**src/rtl/taadda_pkg.sv**
```systemverilog
// taadda_pkg: shared opcode layout, function enums, select helpers.
// Imported by the ALU, the core and the port interface users.
package taadda_pkg;

   localparam int OP_IMM1 = 7;
   localparam int OP_IMM2 = 6;
   localparam int OP_BR   = 5;
   localparam int OP_HALT = 4;
   localparam int FN_W    = 3;

   typedef enum logic [FN_W-1:0] {
      ALU_ADD,
      ALU_SUB,
      ALU_AND,
      ALU_OR,
      ALU_XOR,
      ALU_NOT,
      ALU_SHL,
      ALU_SHR
   } alu_fn_e;

   typedef enum logic [FN_W-1:0] {
      BR_EQ,
      BR_NE,
      BR_LT,
      BR_LE,
      BR_GT,
      BR_GE,
      BR_ALWAYS,
      BR_NEVER
   } br_fn_e;

   typedef enum logic {
      ST_RUN,
      ST_HALT
   } state_e;

   function automatic int sel_in(input int num_regs);
      return num_regs;
   endfunction

   function automatic int sel_pc(input int num_regs);
      return num_regs + 1;
   endfunction

endpackage

```
**src/rtl/taadda_if.sv**
```systemverilog
// taadda_if: program-store fetch bus plus valid/ready I/O ports.
// master = core side, slave = store / I/O fabric side.
interface taadda_if #(
   parameter int DATA_W = 8,
   parameter int PC_W   = 8
);
   logic [PC_W-1:0]     instr_addr;
   logic [4*DATA_W-1:0] instr_data;
   logic [DATA_W-1:0]   in_data;
   logic                in_valid;
   logic                in_ready;
   logic [DATA_W-1:0]   out_data;
   logic                out_valid;
   logic                out_ready;
   logic                halted;

   modport master (
      output instr_addr,
      input  instr_data,
      input  in_data,
      input  in_valid,
      output in_ready,
      output out_data,
      output out_valid,
      input  out_ready,
      output halted
   );

   modport slave (
      input  instr_addr,
      output instr_data,
      output in_data,
      output in_valid,
      input  in_ready,
      input  out_data,
      input  out_valid,
      output out_ready,
      input  halted
   );
endinterface

```
**src/rtl/taadda_alu.sv**
```systemverilog
// taadda_alu: combinational ALU result and branch condition.
// TAADDA_SIGNED_CMP_EN selects two's-complement ordered compares.
module taadda_alu
   import taadda_pkg::*;
#(
   parameter int DATA_W = 8
) (
   input  logic [FN_W-1:0]   fn_i,
   input  logic [DATA_W-1:0] a_i,
   input  logic [DATA_W-1:0] b_i,
   output logic [DATA_W-1:0] res_o,
   output logic              taken_o
);

   localparam logic [DATA_W-1:0] WIDTH = DATA_W'(DATA_W);

   logic [DATA_W-1:0] shamt;
   logic              eq;
   logic              lt;

   assign shamt = b_i % WIDTH;
   assign eq    = (a_i == b_i);

`ifdef TAADDA_SIGNED_CMP_EN
   assign lt = ($signed(a_i) < $signed(b_i));
`else
   assign lt = (a_i < b_i);
`endif

   // Arithmetic/logic result, wrapping at DATA_W bits
   always_comb begin
      res_o = '0;
      unique case (alu_fn_e'(fn_i))
         ALU_ADD: res_o = a_i + b_i;
         ALU_SUB: res_o = a_i - b_i;
         ALU_AND: res_o = a_i & b_i;
         ALU_OR:  res_o = a_i | b_i;
         ALU_XOR: res_o = a_i ^ b_i;
         ALU_NOT: res_o = ~a_i;
         ALU_SHL: res_o = a_i << shamt;
         ALU_SHR: res_o = a_i >> shamt;
      endcase
   end

   // Branch condition of arg1 against arg2
   always_comb begin
      taken_o = 1'b0;
      unique case (br_fn_e'(fn_i))
         BR_EQ:     taken_o = eq;
         BR_NE:     taken_o = !eq;
         BR_LT:     taken_o = lt;
         BR_LE:     taken_o = lt | eq;
         BR_GT:     taken_o = !(lt | eq);
         BR_GE:     taken_o = !lt;
         BR_ALWAYS: taken_o = 1'b1;
         BR_NEVER:  taken_o = 1'b0;
      endcase
   end

endmodule

```
**src/rtl/taadda_core.sv**
```systemverilog
// taadda_core: 4-field instruction core, register file, PC, RUN/HALT.
// Compare signedness set by TAADDA_SIGNED_CMP_EN (see taadda_alu).
module taadda_core
   import taadda_pkg::*;
#(
   parameter int DATA_W   = 8,
   parameter int NUM_REGS = 6,
   parameter int PC_W     = 8
) (
   input  logic     clk,
   input  logic     rst,
   taadda_if.master bus
);

   localparam logic [DATA_W-1:0] SEL_IN = DATA_W'(sel_in(NUM_REGS));
   localparam logic [DATA_W-1:0] SEL_PC = DATA_W'(sel_pc(NUM_REGS));

   state_e            state_q;
   state_e            state_d;
   logic [PC_W-1:0]   pc_q;
   logic [PC_W-1:0]   pc_d;
   logic [DATA_W-1:0] regs_q [NUM_REGS];

   logic [DATA_W-1:0] op;
   logic [DATA_W-1:0] a1f;
   logic [DATA_W-1:0] a2f;
   logic [DATA_W-1:0] dst;
   logic [DATA_W-1:0] opa;
   logic [DATA_W-1:0] opb;
   logic [DATA_W-1:0] pc_ext;
   logic [DATA_W-1:0] alu_res;
   logic              taken;
   logic              is_halt;
   logic              is_br;
   logic              is_alu;
   logic              rd_in;
   logic              wr_out;
   logic              wr_pc;
   logic              in_rdy;
   logic              out_vld;
   logic              commit;
   logic              unused_op;

   assign op  = bus.instr_data[DATA_W-1:0];
   assign a1f = bus.instr_data[2*DATA_W-1:DATA_W];
   assign a2f = bus.instr_data[3*DATA_W-1:2*DATA_W];
   assign dst = bus.instr_data[4*DATA_W-1:3*DATA_W];

   assign unused_op = op[3];

   assign is_halt = op[OP_HALT];
   assign is_br   = !is_halt && op[OP_BR];
   assign is_alu  = !is_halt && !op[OP_BR];

   // Both operands on the input port still consume one word
   assign rd_in = !is_halt &&
                  ((!op[OP_IMM1] && a1f == SEL_IN) ||
                   (!op[OP_IMM2] && a2f == SEL_IN));
   assign wr_out = is_alu && (dst == SEL_IN);
   assign wr_pc  = is_alu && (dst == SEL_PC);

   assign pc_ext = DATA_W'(pc_q);

   // Operand fetch: immediate, register, input port, PC, else zero
   always_comb begin
      opa = '0;
      opb = '0;
      for (int i = 0; i < NUM_REGS; i++) begin
         if (a1f == DATA_W'(i)) opa = regs_q[i];
         if (a2f == DATA_W'(i)) opb = regs_q[i];
      end
      if (a1f == SEL_IN) opa = bus.in_data;
      if (a2f == SEL_IN) opb = bus.in_data;
      if (a1f == SEL_PC) opa = pc_ext;
      if (a2f == SEL_PC) opb = pc_ext;
      if (op[OP_IMM1])   opa = a1f;
      if (op[OP_IMM2])   opb = a2f;
   end

   taadda_alu #(
      .DATA_W (DATA_W)
   ) u_alu (
      .fn_i    (op[FN_W-1:0]),
      .a_i     (opa),
      .b_i     (opb),
      .res_o   (alu_res),
      .taken_o (taken)
   );

   // Handshakes, commit and RUN->HALT; reset holds all transfers off
   always_comb begin
      state_d = state_q;
      in_rdy  = 1'b0;
      out_vld = 1'b0;
      commit  = 1'b0;
      case (state_q)
         ST_RUN: begin
            if (!rst) begin
               in_rdy  = rd_in && (!wr_out || bus.out_ready);
               out_vld = wr_out && (!rd_in || bus.in_valid);
               commit  = (!rd_in || bus.in_valid) &&
                         (!wr_out || bus.out_ready);
               if (commit && is_halt) state_d = ST_HALT;
            end
         end
         ST_HALT: state_d = ST_HALT;
      endcase
   end

   // Next PC: taken branch, ALU write to PC, else sequential
   always_comb begin
      pc_d = pc_q + PC_W'(1);
      if (is_br && taken) pc_d = PC_W'(dst);
      else if (wr_pc)     pc_d = PC_W'(alu_res);
   end

   // RUN/HALT state register
   always_ff @(posedge clk) begin
      if (rst) state_q <= ST_RUN;
      else     state_q <= state_d;
   end

   // PC and register file update only on commit
   always_ff @(posedge clk) begin
      if (rst) begin
         pc_q <= '0;
         for (int i = 0; i < NUM_REGS; i++) regs_q[i] <= '0;
      end else if (commit) begin
         pc_q <= pc_d;
         for (int i = 0; i < NUM_REGS; i++) begin
            if (is_alu && dst == DATA_W'(i)) regs_q[i] <= alu_res;
         end
      end
   end

   assign bus.instr_addr = pc_q;
   assign bus.in_ready   = in_rdy;
   assign bus.out_valid  = out_vld;
   assign bus.out_data   = out_vld ? alu_res : '0;
   assign bus.halted     = (state_q == ST_HALT);

endmodule
```
**src/flat_wrapper.sv**
```systemverilog
// flat-port wrapper written by rule: the top's interface ports become plain ports
module taadda_core_flat import taadda_pkg::*;
#(
   parameter int DATA_W   = 8,
   parameter int NUM_REGS = 6,
   parameter int PC_W     = 8
)
  (clk, rst, bus_instr_addr, bus_instr_data, bus_in_data, bus_in_valid, bus_in_ready, bus_out_data, bus_out_valid, bus_out_ready, bus_halted);
  taadda_if #(.DATA_W(DATA_W), .PC_W(PC_W)) bus_i ();
  input  logic clk;
  input  logic rst;
  output wire logic [$bits(bus_i.instr_addr)-1:0] bus_instr_addr;
  input wire logic [$bits(bus_i.instr_data)-1:0] bus_instr_data;
  input wire logic [$bits(bus_i.in_data)-1:0] bus_in_data;
  input wire logic [$bits(bus_i.in_valid)-1:0] bus_in_valid;
  output wire logic [$bits(bus_i.in_ready)-1:0] bus_in_ready;
  output wire logic [$bits(bus_i.out_data)-1:0] bus_out_data;
  output wire logic [$bits(bus_i.out_valid)-1:0] bus_out_valid;
  input wire logic [$bits(bus_i.out_ready)-1:0] bus_out_ready;
  output wire logic [$bits(bus_i.halted)-1:0] bus_halted;
  assign bus_instr_addr = bus_i.instr_addr;
  assign bus_i.instr_data = bus_instr_data;
  assign bus_i.in_data = bus_in_data;
  assign bus_i.in_valid = bus_in_valid;
  assign bus_in_ready = bus_i.in_ready;
  assign bus_out_data = bus_i.out_data;
  assign bus_out_valid = bus_i.out_valid;
  assign bus_i.out_ready = bus_out_ready;
  assign bus_halted = bus_i.halted;
  taadda_core #(.DATA_W(DATA_W), .NUM_REGS(NUM_REGS), .PC_W(PC_W)) u_core (.clk(clk), .rst(rst), .bus(bus_i));
endmodule
```
**config.mk**
```make
export PLATFORM = sky130hd
export DESIGN_NAME = taadda_core_flat
export DESIGN_NICKNAME = d
export VERILOG_FILES = /design/src/rtl/taadda_pkg.sv /design/src/rtl/taadda_if.sv /design/src/rtl/taadda_alu.sv /design/src/rtl/taadda_core.sv /design/src/flat_wrapper.sv
export SDC_FILE = /design/constraint.sdc
export NUM_CORES = 1
export LEC_CHECK = 0
export ABC_AREA = 1
export BUFFER_PORTS_ARGS = -buffer_cell sky130_fd_sc_hd__buf_2
export CORE_UTILIZATION = 40
export CTS_CLUSTER_SIZE = 25
export DETAILED_ROUTE_END_ITERATION = 8
export PLACE_DENSITY = 0.67
export REMOVE_ABC_BUFFERS = 1
export SLEW_MARGIN = 25
export SYNTH_ARGS = -nofsm -noshare
export SYNTH_HDL_FRONTEND = slang
export SYNTH_SLANG_ARGS = --single-unit
export TNS_END_PERCENT = 20
```
**constraint.sdc**
```tcl
create_clock -name clk -period 3.2 [get_ports clk]
set_clock_uncertainty 0.1 [all_clocks]
set_input_delay 0.16 -clock clk [delete_from_list [all_inputs] [get_ports clk]]
set_output_delay 0.16 -clock clk [all_outputs]
set_load 0.01 [all_outputs]
```
==> results.py <==
metrics = {
    "global_routing": {
        "grt_pass1_vias": 6305,
        "grt_usage_pct": 29.8,
        "antenna_found_initial": 0,
        "grt_max_degree": 19,
        "grt_overflow": 0,
        "grt_pass1_wl_um": 33300,
    },
    "flow_run": {
        "maxCapViolations": 0,
    },
    "setup_path": {
        "rr_endpoint": "u_core.bus.instr_addr[7]",
        "critical_path_cell_count": 23,
        "path_cells": "a32o_2 > a221oi_2 > o2111ai_1 > o211ai_1 > and2_4 > inv_4 > ha_4 > buf_6 > nor2_4 > inv_2 > nor3_2 > buf_4 > nand4_1 > a211oi_2 > o21ai_1 > a21oi_1 > o211ai_1 > nand2_2 > inv_6 > a21oi_2 > nand2_1 > nand2_1 > a21oi_1",
        "cp-start-kind": "flip-flop",
        "worst_r2r_path_depth": 23,
        "crit_path_end_kind": "flip-flop",
        "critPathSlowestCell": "edfxtp_1",
        "critPathBufInv": 5,
        "r2r_slack_ps": -540,
        "r2r_start": "u_core.regs_q[0][13]",
        "path_class": "flip-flop to flip-flop",
        "max_stage_delay_ps": 420,
        "crit_start": "u_core.regs_q[0][13]",
        "required_ps": 3330,
        "path_delay_family": "compound AO/OA/AOI/OAI gates",
        "cp-endpoint": "u_core.bus.instr_addr[7]",
        "crit_path_max_fanout": 10,
        "worstPathArrival_ps": 3870,
    },
    "synth": {
        "synth.avg_cell_area_um2": 6.97,
        "synth_cell_types": 58,
        "yosys_most_used_dff": "edfxtp_1",
        "netlist_instances": 819,
        "synth_enable_flop_cells": 48,
        "ys_ff_latch": 57,
        "seq_area_frac_synth_pct": 28.4,
        "yosysWarningCount": 0,
        "netlist_area_um2": 5710,
        "synthArstFlopShare_pct": 0,
    },
    "drt": {
        "viasPerCell": 5.36,
        "drt_iter0_drc": 649,
        "avgRoutedWirePerCell_um": 17.5,
        "drt_wl_total_um": 21800,
        "antenna_left": 0,
        "vias": 6661,
        "drc": 0,
        "dr.pass1.iters": 6,
    },
    "floorplan": {
        "core-area_um2": 13900,
        "start_util_pct": 41.1,
        "die_area_um2": 14800,
        "die_h_um": 121,
        "rows": 43,
        "ioPinCount": 63,
        "die_w_um": 121,
    },
    "min_path": {
        "hold_class": "input pin to flip-flop",
    },
    "sta": {
        "fmax_mhz": 267,
        "relSlewSlack_pct": 51.2,
        "layout_setup_ws_ps": -544,
        "finalSetupViolCount": 34,
        "worstMarginPinSlew_ps": 729,
        "rsz0062_at_grt": "yes",
        "layout_min_cycle_time_ps": 3740,
        "fin_crit_sh_pct": 117,
        "slew_viol_final": 0,
        "hold_violations": 0,
    },
    "outcome": {
        "violations": "setup timing",
        "status": "finished, violations left",
    },
    "pwr": {
        "p_clk_share_pct": 35.1,
        "switchingPower_uw": 909,
        "swShare_pct": 33.2,
        "intPower_uw": 1830,
        "leakage_uw": 0.00396,
        "ir_worst_vdd_mv": 0.365,
        "combPwrFrac_pct": 33.4,
        "power.density_nw_per_um2": 326,
        "power_frac_seq_pct": 31.5,
    },
    "layout": {
        "nets": 1130,
        "antenna_cells": 0,
        "drive_gt1_share_pct": 41.2,
        "mostFrequentLayoutCell": "nand2_1",
        "syn_to_final_growth_pct": 46.9,
        "fin_area_um2": 8390,
        "mostFrequentLayoutCells": "174 x nand2_1, 165 x buf_4, 104 x nor2_1",
    },
    "clock_network": {
        "htree_levels": 3,
        "cts.sinks": 57,
        "clockRootBuffer": "clkbuf_16",
        "cts_tree": "yes",
        "clock_latency_ps": 340,
        "cts.clk_slew.worst_paths_ps": 60,
        "cts_made_buffers": 9,
        "ctsLongestPathBuffers": 2,
    },
    "placed_design": {
        "place.detailed.hpwl_um": 16400,
        "dpl_cell_area_um2": 7400,
        "gp_congestion": 0.984,
        "port_buffers": 61,
        "pre_cts_ws_ps": -734,
    },
}
## power groups by stage
| stage | registers (uW) | logic [uW] | clock network, uW |
|---|---|---|---|
| after detailed placement | 874 | 732 | 0 |
| after floorplan | 870 | 368 | 0 |
| after CTS | 860 | 821 | 963 |
| after global placement | 874 | 726 | 0 |
| final | 863 | 914 | 959 |
| after global routing | 864 | 978 | 996 |
## state kept, by name, indices dropped and copies added (netlist names)
register,flops
u_core.bus.instr_addr,8
u_core.regs_q,48
u_core.bus.halted,1
## repair_timing
action,CTS,global route
cloned,0,0
pin swaps,45,55
endpoints found under the hold margin,2,0
setup endpoints to repair,52,58
hold buffers,1,0
gates resized for setup,73,74
buffers inserted,22,5
## layer usage
metal	part of all wire [%]	wire, um	GRT usage, %
met5	0	0	0
met4	2.3	507	9.80
met3	8.2	1780	4.79
met2	45	9900	47.1
met1	44	9570	41.0
## cell families (layout without fill, tap and decap cells)
logic type	after synthesis	after routing	synth area share, %
AOI/OAI and AO/OA	134	134	15.7
xor gates and xnor gates	11	11	1.69
adders and majority gates	28	28	6.40
buffers and inverters	123	367	8.85
DFF	57	57	28.4
and+or+nand+nor	466	466	39.0
## per-stage QoR
| step | setup TNS [ps] | total power (uW) | util, % | std cells | hold WS (ps) |
|---|---|---|---|---|---|
| CTS | -10020 | 2640 | 58.3 | 1238 | 24.8 |
| global route | -14990 | 2840 | 60.4 | 1243 | 46.7 |
| finish | -10260 | 2740 | 60.4 | 1243 | 25.2 |
| global placement | -28260 | 1600 | 53.3 | 1201 | 250 |
| detailed placement | -29060 | 1610 | 53.3 | 1201 | 254 |
| floorplan | -2020 | 1240 | - | 801 | 129 |
## how the worst min path moves through the flow
stage,startpoint,cells past startpoint,endpoint
after floorplan,rst,1,u_core.bus.halted
after global placement,rst,2,u_core.bus.instr_addr[7]
after detailed placement,rst,2,u_core.bus.halted
after CTS,bus_instr_data[4],3,u_core.bus.halted
after global routing,bus_instr_data[4],3,u_core.bus.halted
final,bus_instr_data[4],3,u_core.bus.halted
## Yosys cell counts, types with 3 or more instances
master	number	share of area, %
edfxtp_1	48	25
nand3_2	5	0.88
o2111ai_1	6	0.92
dfxtp_1	9	3.2
o21ai_2	4	0.61
nor2_4	7	1.4
and2_1	5	0.55
nand2_2	11	1.2
nand4_1	20	2.2
o22ai_1	4	0.44
ha_1	26	5.7
inv_2	12	0.79
o211ai_1	9	1.2
o21ai_0	28	2.5
a221oi_1	8	1.2
a211oi_1	3	0.39
a32o_1	5	0.88
buf_2	6	0.53
nor2_1	115	7.6
nor3_1	11	0.96
nor2_2	20	2.2
clkbuf_1	7	0.46
xor2_1	9	1.4
or2_2	3	0.33
inv_1	92	6.0
nand2_1	184	12
nand2_4	9	1.8
nand3_1	62	5.4
a21oi_1	41	3.6
o21ai_1	8	0.70
## final cells by class
cell class / instances / area, um^2
multi-input combinational: 639 / 4030
fill: 1241 / 5490
tap: 180 / 225
clock buffer: 9 / 225
sequential: 57 / 1620
inverter: 105 / 404
clock inverter: 7 / 70.1
timing repair buffer: 246 / 1820
## worst register-to-register path, cell delays in order, from the launching register on
cell and delay [ps]:
edfxtp_1 420, a32o_2 290, a221oi_2 180, o2111ai_1 170, o211ai_1 140, and2_4 210, inv_4 40, ha_4 220
buf_6 120, nor2_4 100, inv_2 50, nor3_2 150, buf_4 140, nand4_1 110, a211oi_2 190, o21ai_1 80
a21oi_1 120, o211ai_1 180, nand2_2 210, inv_6 90, a21oi_2 120, nand2_1 80, nand2_1 60, a21oi_1 50
Power figures use the tool's default switching activity.
